## src/rtl/irig_frame_decoder.sv

```systemverilog
`default_nettype none
// ============================================================================
// irig_frame_decoder : IRIG-B deglitch, pulse classify, 100-pulse framing and
// AXI-Stream frame output. Optional macro IRIG_TS_COMP_EN.        Rev 1.0
// ============================================================================
module irig_frame_decoder #(
    parameter int COUNTER_W   = 64,
    parameter int FILTER_LEN  = 4,
    parameter int T0_CYC      = 175000,
    parameter int T1_CYC      = 325000,
    parameter int TPI_CYC     = 475000,
    parameter int TIMEOUT_CYC = 1000000
) (
    input  logic                 clk_50MHz,
    input  logic                 resetn,
    input  logic [COUNTER_W-1:0] counter_in,
    input  logic                 irig_in,
    output logic [31:0]          m_axis_tdata,
    output logic                 m_axis_tvalid,
    input  logic                 m_axis_tready,
    output logic                 m_axis_tlast,
    output logic                 locked,
    output logic [15:0]          frame_err_cnt,
    output logic [15:0]          frame_drop_cnt
);

    localparam int             c_tmo_w     = $clog2(TIMEOUT_CYC + 1);
    localparam logic [23:0]    c_width_max = 24'hFF_FFFF;
    localparam logic [23:0]    c_t0        = 24'(T0_CYC);
    localparam logic [23:0]    c_t1        = 24'(T1_CYC);
    localparam logic [23:0]    c_tpi       = 24'(TPI_CYC);
    localparam logic [3:0]     c_flt_last  = 4'(FILTER_LEN - 1);
    localparam logic [c_tmo_w-1:0] c_tmo   = c_tmo_w'(TIMEOUT_CYC);
    localparam logic [2:0]     c_ts_beats  = 3'(COUNTER_W / 32);
    localparam logic [2:0]     c_last_beat = c_ts_beats + 3'd3;
    localparam logic [1:0]     c_sym_zero  = 2'd0;
    localparam logic [1:0]     c_sym_one   = 2'd1;
    localparam logic [1:0]     c_sym_pi    = 2'd2;
    localparam logic [1:0]     c_sym_err   = 2'd3;

    typedef enum logic [1:0] {ST_HUNT, ST_SYNC1, ST_DECODE} frame_state_t;
    typedef enum logic       {OUT_IDLE, OUT_SEND}          out_state_t;

    logic                 r_sync1, r_sync2, r_filt, r_filt_d;
    logic [3:0]           r_flt_cnt;
    logic [23:0]          r_width;
    logic [c_tmo_w-1:0]   r_tmo;
    logic [COUNTER_W-1:0] r_rise_ts;
    logic                 r_evt;
    logic [1:0]           r_sym;
    frame_state_t         r_state;
    logic [6:0]           r_pos;
    logic [99:0]          r_bits;
    logic [COUNTER_W-1:0] r_sync_ts;
    out_state_t           r_out_state;
    logic [2:0]           r_beat;
    logic [63:0]          r_buf_ts;
    logic [99:0]          r_buf_bits;

    logic                 w_rise, w_fall, w_timeout, w_commit;
    logic                 w_expect_pi, w_sym_ok;
    logic [1:0]           w_sym;
    logic [COUNTER_W-1:0] w_edge_ts;
    logic [63:0]          w_ts64;

    assign w_rise    = r_filt & ~r_filt_d;
    assign w_fall    = ~r_filt & r_filt_d;
    assign w_timeout = (r_tmo == c_tmo);
    assign w_ts64    = 64'(r_sync_ts);

`ifdef IRIG_TS_COMP_EN
    localparam logic [COUNTER_W-1:0] c_latency = COUNTER_W'(FILTER_LEN + 2);
    assign w_edge_ts = counter_in - c_latency;
`else
    assign w_edge_ts = counter_in;
`endif

    always_comb begin
        w_sym = c_sym_err;
        if (r_width < c_t0)       w_sym = c_sym_zero;
        else if (r_width < c_t1)  w_sym = c_sym_one;
        else if (r_width < c_tpi) w_sym = c_sym_pi;
    end

    // Markers sit at 9,19,...,99; every other decoded position must be a data bit.
    always_comb begin
        w_expect_pi = (r_pos == 7'd99) || ((r_pos % 7'd10) == 7'd9);
        w_sym_ok    = w_expect_pi ? (r_sym == c_sym_pi)
                                  : ((r_sym == c_sym_zero) || (r_sym == c_sym_one));
        w_commit    = r_evt && !w_timeout && (r_state == ST_DECODE)
                      && (r_pos == 7'd99) && (r_sym == c_sym_pi);
    end

    function automatic logic [15:0] sat_inc(input logic [15:0] v);
        sat_inc = (v == 16'hFFFF) ? v : v + 16'd1;
    endfunction

    function automatic logic [31:0] beat_word(input logic [63:0] ts,
                                              input logic [99:0] b,
                                              input logic [2:0]  idx);
        logic [127:0] bb;
        logic [2:0]   k;
        bb = {28'd0, b};
        k  = idx - c_ts_beats;
        if (idx < c_ts_beats) begin
            beat_word = idx[0] ? ts[63:32] : ts[31:0];
        end else begin
            case (k)
                3'd0:    beat_word = bb[31:0];
                3'd1:    beat_word = bb[63:32];
                3'd2:    beat_word = bb[95:64];
                default: beat_word = bb[127:96];
            endcase
        end
    endfunction

    always_ff @(posedge clk_50MHz) begin
        if (!resetn) begin
            r_sync1   <= 1'b0;
            r_sync2   <= 1'b0;
            r_filt    <= 1'b0;
            r_filt_d  <= 1'b0;
            r_flt_cnt <= '0;
        end else begin
            r_sync1  <= irig_in;
            r_sync2  <= r_sync1;
            r_filt_d <= r_filt;
            if (r_sync2 == r_filt) begin
                r_flt_cnt <= '0;
            end else if (r_flt_cnt == c_flt_last) begin
                r_filt    <= r_sync2;
                r_flt_cnt <= '0;
            end else begin
                r_flt_cnt <= r_flt_cnt + 4'd1;
            end
        end
    end

    // The rise cycle is itself the first high cycle, so r_width equals the
    // filtered high time when the falling edge is seen.
    always_ff @(posedge clk_50MHz) begin
        if (!resetn) begin
            r_width   <= '0;
            r_tmo     <= '0;
            r_rise_ts <= '0;
            r_evt     <= 1'b0;
            r_sym     <= c_sym_zero;
        end else begin
            if (w_rise) begin
                r_rise_ts <= w_edge_ts;
                r_width   <= 24'd1;
            end else if (r_filt && (r_width != c_width_max)) begin
                r_width   <= r_width + 24'd1;
            end
            if (w_rise)              r_tmo <= '0;
            else if (r_tmo != c_tmo) r_tmo <= r_tmo + c_tmo_w'(1);
            r_evt <= w_fall;
            if (w_fall) r_sym <= w_sym;
        end
    end

    always_ff @(posedge clk_50MHz) begin
        if (!resetn) begin
            r_state       <= ST_HUNT;
            r_pos         <= '0;
            r_bits        <= '0;
            r_sync_ts     <= '0;
            locked        <= 1'b0;
            frame_err_cnt <= '0;
        end else if (w_timeout) begin
            if (r_state != ST_HUNT) frame_err_cnt <= sat_inc(frame_err_cnt);
            r_state <= ST_HUNT;
            r_pos   <= '0;
            locked  <= 1'b0;
        end else if (r_evt) begin
            case (r_state)
                ST_HUNT: begin
                    if (r_sym == c_sym_pi) r_state <= ST_SYNC1;
                end
                ST_SYNC1: begin
                    if (r_sym == c_sym_pi) begin
                        r_state   <= ST_DECODE;
                        r_pos     <= 7'd1;
                        r_bits    <= '0;
                        r_sync_ts <= r_rise_ts;
                    end else begin
                        if (r_sym == c_sym_err) frame_err_cnt <= sat_inc(frame_err_cnt);
                        r_state <= ST_HUNT;
                        locked  <= 1'b0;
                    end
                end
                ST_DECODE: begin
                    if (!w_sym_ok) begin
                        frame_err_cnt <= sat_inc(frame_err_cnt);
                        r_state       <= ST_HUNT;
                        r_pos         <= '0;
                        locked        <= 1'b0;
                    end else if (r_pos == 7'd99) begin
                        r_state <= ST_SYNC1;
                        r_pos   <= '0;
                        locked  <= 1'b1;
                    end else begin
                        if (!w_expect_pi) r_bits[r_pos] <= r_sym[0];
                        r_pos <= r_pos + 7'd1;
                    end
                end
                default: r_state <= ST_HUNT;
            endcase
        end
    end

    // A frame committed while a previous one is still streaming is dropped,
    // leaving the buffered frame untouched.
    always_ff @(posedge clk_50MHz) begin
        if (!resetn) begin
            r_out_state    <= OUT_IDLE;
            r_beat         <= '0;
            r_buf_ts       <= '0;
            r_buf_bits     <= '0;
            m_axis_tdata   <= '0;
            m_axis_tvalid  <= 1'b0;
            m_axis_tlast   <= 1'b0;
            frame_drop_cnt <= '0;
        end else begin
            case (r_out_state)
                OUT_IDLE: begin
                    if (w_commit) begin
                        r_buf_ts      <= w_ts64;
                        r_buf_bits    <= r_bits;
                        r_beat        <= '0;
                        m_axis_tdata  <= beat_word(w_ts64, r_bits, 3'd0);
                        m_axis_tvalid <= 1'b1;
                        m_axis_tlast  <= 1'b0;
                        r_out_state   <= OUT_SEND;
                    end
                end
                OUT_SEND: begin
                    if (w_commit) frame_drop_cnt <= sat_inc(frame_drop_cnt);
                    if (m_axis_tvalid && m_axis_tready) begin
                        if (r_beat == c_last_beat) begin
                            m_axis_tvalid <= 1'b0;
                            m_axis_tlast  <= 1'b0;
                            r_out_state   <= OUT_IDLE;
                        end else begin
                            r_beat       <= r_beat + 3'd1;
                            m_axis_tdata <= beat_word(r_buf_ts, r_buf_bits, r_beat + 3'd1);
                            m_axis_tlast <= ((r_beat + 3'd1) == c_last_beat);
                        end
                    end
                end
                default: r_out_state <= OUT_IDLE;
            endcase
        end
    end

endmodule
`default_nettype wire

```

## config.mk

```make
export PLATFORM = sky130hd
export DESIGN_NAME = irig_frame_decoder
export DESIGN_NICKNAME = d
export VERILOG_FILES = /design/src/rtl/irig_frame_decoder.sv
export SDC_FILE = /design/constraint.sdc
export NUM_CORES = 1
export LEC_CHECK = 0
export ABC_AREA = 1
export ABC_CLOCK_PERIOD_IN_PS = 3400
export CAP_MARGIN = 20
export CORE_MARGIN = 2
export CORE_UTILIZATION = 60
export DETAILED_ROUTE_END_ITERATION = 10
export PLACE_DENSITY = 0.8
export SKIP_LAST_GASP = 1
export SYNTH_ARGS = -nofsm -noshare
export SYNTH_HDL_FRONTEND = slang
export SYNTH_SLANG_ARGS = --single-unit
```

## constraint.sdc

```tcl
create_clock -name clk_50MHz -period 3.4 [get_ports clk_50MHz]
set_input_delay 0.34 -clock clk_50MHz [delete_from_list [all_inputs] [get_ports clk_50MHz]]
set_output_delay 0.34 -clock clk_50MHz [all_outputs]
set_load 0.1 [all_outputs]
```

# ---- Word-level counts from Yosys, hierarchy flattened
# Cells that the tools add are included.
dict set report totals {
  output_inout_bits 67
  word_cells 173
  reg_bits 527
}
dict set report classes {
  div_mod_pow 1
  n_mux 58
  n_reduce_logical 33
  eq_ne 33
  n_addsub 8
  magnitude_cmp 6
  bitwise_logic 9
}
# cell count
set ops {}
lappend ops {{$mux 100} 4}
lappend ops {{$pmux 100 s2} 1}
lappend ops {{$mux 32} 5}
lappend ops {{$mux 16} 7}
lappend ops {{$bwmux 100} 1}
lappend ops {{$pmux 32 s3} 1}
lappend ops {{$pmux 32 s2} 1}
lappend ops {{$lt 24x19->1 const B} 2}
lappend ops {{$add 16x1->16 const B} 2}
lappend ops {{$eq 16x16->1 const B} 2}
lappend ops {{$pmux 16 s2} 1}
lappend ops {{$add 24x1->24 const B} 1}
lappend ops {{$lt 24x18->1 const B} 1}
lappend ops {{$ne 24x24->1 const B} 1}
lappend ops {{$mux 7} 3}
lappend ops {{$add 20x1->20 const B} 1}
lappend ops {{$eq 20x20->1 const B} 1}
lappend ops {{$ne 20x20->1 const B} 1}
lappend ops {{$mux 1} 17}
lappend ops {{$ne 2x2->1 const B} 8}
lappend ops {{$reduce_and 3->1} 5}
lappend ops {{$pmux 7 s2} 1}
lappend ops {{$mux 2} 6}
lappend ops {{$ne 3x3->1 const B} 4}
lappend ops {{other kinds (38)} 71}

# ---- Logic depth before layout (Yosys ltp)
dict set report logic_depth {
  ltp_word 9
  mapped_depth 20
  ltp_nobuf 19
}

# ---- Worst setup path after synthesis
# No wires, ideal clock.
dict set report synth_path {
  kind {register to register}
  from {register r_beat[0]}
  to {register m_axis_tdata[23]}
  period_less_slack_ps 2756
  required_time_ps 3320
  path_buffers 4
  path_stages_with_launch 15
  path_slack_ps 644
  arrival_time_ps 2676
  setup_time_ps 80
  cell_sequence {dfxtp_1 > clkbuf_1 > inv_1 > buf_1 > ha_1 > inv_1 > ha_1 > nand2_1 > inv_1 > clkbuf_1 > buf_1 > nand2_1 > nand4_1 > a31oi_1 > a211oi_2}
}
dict set report synth_between {
  elab_chain_len 8
  elab_cells_between_ends 15
}
# item line
set synth_rtl {}
lappend synth_rtl {{from (decl)} 56} ;# logic [2:0] r_beat;
lappend synth_rtl {{from (signal assigned)} 245} ;# r_beat <= r_beat + 3'd1;
lappend synth_rtl {{$add 3x1->3} 246} ;# m_axis_tdata <= beat_word(r_buf_ts, r_buf_bits, r_beat + 3'd1);
lappend synth_rtl {{$sub 3x2->3} 104} ;# k = idx - c_ts_beats;
lappend synth_rtl {{$eq 3x2->1, or another cell as far along} 108} ;# case (k)
lappend synth_rtl {{$pmux 32 s3} 108}
lappend synth_rtl {{$mux 32} 105} ;# if (idx < c_ts_beats) begin
lappend synth_rtl {{$mux 32} 240} ;# if (r_beat == c_last_beat) begin
lappend synth_rtl {{$mux 32} 239} ;# if (m_axis_tvalid && m_axis_tready) begin
lappend synth_rtl {{$pmux 32 s2} 225} ;# case (r_out_state)
lappend synth_rtl {{to (signal assigned)} 231} ;# m_axis_tdata <= beat_word(w_ts64, r_bits, 3'd0);
lappend synth_rtl {{to (signal assigned)} 246}
lappend synth_rtl {{to (decl)} 18} ;# output logic [31:0] m_axis_tdata,
# Several ways; a longest one is shown, not always the timed one. The select of a mux whose other input is x is not followed.
# A chain may end at the register's enable or synchronous reset.

# ---- Worst setup path after layout
dict set report layout_path {
  from {register r_pos[1]}
  to {register r_buf_ts[55]}
}
dict set report layout_between {
  elab_chain_len 4
}
# item line
set layout_rtl {}
lappend layout_rtl {{from (decl)} 52} ;# logic [6:0] r_pos;
lappend layout_rtl {{from (signal assigned)} 204} ;# r_pos <= r_pos + 7'd1;
lappend layout_rtl {{$eq 7x7->1} 91} ;# && (r_pos == 7'd99) && (r_sym == c_sym_pi);
lappend layout_rtl {{$logic_and 1x1->1 (2 in series)} 91}
lappend layout_rtl {{$reduce_and 2->1 (no source line)} --}
lappend layout_rtl {{to (signal assigned)} 228} ;# r_buf_ts <= w_ts64;
lappend layout_rtl {{to (decl)} 57} ;# logic [63:0] r_buf_ts;
# Every way passes these cells.

==> results.yml <==
status:
  status: "finished, final reports clean"
global_routing:
  grt_pass1_vias: 19843
  track_usage: 0.310
  grt_overflow: 0
  antenna_found_initial: 0
  use_met2: 0.503
  use_met3: 0.0465
  grt_pass1_wl_mm: 99.5
  grt_max_degree: 240
  busiest_layer: "met2"
  use_met1: 0.406
routing:
  vias_per_cell: 5.75
  firstDrtPassIters: 5
  drc: 0
  vias: 21311
  routed_wirelength_mm: 61.6
  wl_per_cell_um: 16.6
  final_antenna_net_count: 0
  drtIter0Drc: 2181
clock_network:
  cts_htree_levels: 2
  max-clock-path-buffers: 3
  cts_tree: "yes"
  hold_buffers: 0
  cts_inserted_buffers: 53
  post_cts_buffers: 0
  clk_latency_ns: 0.60
  cts.sinks: 527
  post_cts_resize_count: 0
  clk_pin_slew_ns: 0.07
  root_buffer: "clkbuf_16"
worst_setup_path:
  crit_fanout: 143
  path_class: "flop to flop"
  cp.arrival_ns: 3.47
  rrSetupSlack_ns: 0.46
  crit_path_end_kind: "flop"
  crit_slowest_cell: "dfxtp_1"
  slowest_delay_ns: 0.47
  cp-start-kind: "flop"
  crit_chain: "ha_1, inv_1, nor3_2, inv_2, nor2_2, inv_2, nor2_4, nand3_2, buf_12, inv_4, buf_12, o21ai_0, a21oi_1"
  reg2regPathDepth: 13
  critPathRequiredTime_ns: 3.92
synthesis:
  syn_area_sq_um: 22600
  yosysSeqAreaShare: 0.467
  synth.area.top_cells: "dfxtp_1, nor2_1, o21ai_0, a21oi_1, nand2_1"
  synth_top_cell_area_share: 0.467
  syn_inst: 3133
  yosys_warnings: 0
  ys_ff_latch: 527
  synth.net_count: 3215
  yosysTopAreaCell: "dfxtp_1"
  synth-main-ff-cell: "dfxtp_1"
  syn_area_per_cell_sq_um: 7.22
  synth_cell_types: 48
  synth-async-reset-ratio: 0
  synth_edf_count: 0
sta:
  maxSlewHeadroom: 0.322
  tns_ns: 0
  setup_viol: 0
  fin_crit_sh: 0.866
  holdWs_ns: 0.133
  slew_violations: 0
  rsz0062_at_grt: "false"
  final_hold_viol_count: 0
  max_freq_ghz: 0.340
  tightestPinTransition_ns: 1.01
  fin_worst_skew_ns: 0.0215
  min_period_ns: 2.94
layout:
  diodes: 0
  finalNetCount: 3236
  areaGrowthSynthToFinish_pct: 14.3
  drive_gt1_frac: 0.0560
  fin_area_sq_um: 25900
  mostFrequentLayoutCells: "nor2_1, dfxtp_1, o21ai_0"
  final_common_cell: "nor2_1"
die:
  die_y_um: 198
  die_area_sq_um: 39300
  core_area_sq_um: 37400
  start_util: 0.605
  ios: 135
  row_count: 71
  fp.dieW_um: 198
power_and_ir_drop:
  peakVddDrop_v: 0.000361
  power_mw: 13.0
  p_leak_nw: 9.04
  p_per_area_nw_per_um2: 504
flow_run:
  cap_violations: 0
placed_design:
  port_buffers: 134
  place_congestion: 0.895
  dp_hpwl_mm: 39.2
  dpl-instance-area_sq_um: 24100
worst_hold_path:
  whs_path_depth: 3
  hold_class: "input port to flop"
## sequential cells by signal, summed over array words and instances, names as in the netlist, 20 cells and up
| name | count |
|---|---|
| m_axis_tdata | 32 |
| r_bits | 100 |
| r_buf_bits | 100 |
| r_buf_ts | 64 |
| r_rise_ts | 64 |
| r_sync_ts | 64 |
| r_tmo | 20 |
| r_width | 24 |
## cells in the mapped netlist, drive strengths merged (23+ instances only)
library cell / n
a211oi: 53
a21oi: 311
buf: 51
clkbuf: 154
dfxtp: 527
inv: 225
nand2: 402
nand3: 167
nand4: 36
nor2: 617
nor3: 40
o21ai: 420
xor2: 23
## critical path: cells and delay by family, from the launching register on
kind | cells | cell delay (ns)
flops | 1 | 0.47
simple gates | 4 | 0.56
fa+ha+maj | 1 | 0.24
buf+inv | 6 | 1.05
compound gates | 2 | 0.40
## area by class of cell
type                       count  area (sq um)
clock buffer                  80          1620
clock inverter                15           173
fill                        3070         11500
inverter                     227           860
multi-input combinational   2174         10300
sequential                   527         10600
tap                          511           639
timing repair buffer         171          1710
## where the power goes
part	internal [mW]	switching (mW)
combinational	0.233	0.588
clock	3.51	2.46
sequential	6.22	0.0341
## per-layer routing
layer	routed length, um	up-vias
met3	4260	126
met5	0	-
met4	2730	0
met1	26200	9949
met2	28400	798
li1	-	10438
## through the flow
stage | std cells | utilization | worst slack [ns]
finish | 3705 | 0.691 | 0.455
global route | 3705 | 0.691 | 0.231
CTS | 3705 | 0.691 | 0.536
detailed placement | 3610 | 0.643 | 0.560
global placement | 3610 | 0.643 | 0.603
floorplan | 3133 | - | 0.644
## final timing paths
kind,start,end
worst min register to register,r_sync1,r_sync2
worst min-delay path,resetn,r_out_state
worst max-delay path,r_pos[1],r_buf_ts[55]
worst max register to register,r_pos[1],r_buf_ts[55]
## cells by family after synthesis
kind of cell	after synthesis	synth area share
adder cells (fa/ha/maj)	14	0.00775
XOR/XNOR	28	0.0108
buffers and inverters	432	0.0785
AND/OR/NAND/NOR	1295	0.238
AO/OA/AOI/OAI	837	0.199
flip-flops	527	0.467
Note: power is estimated with default switching activity, not from simulation.
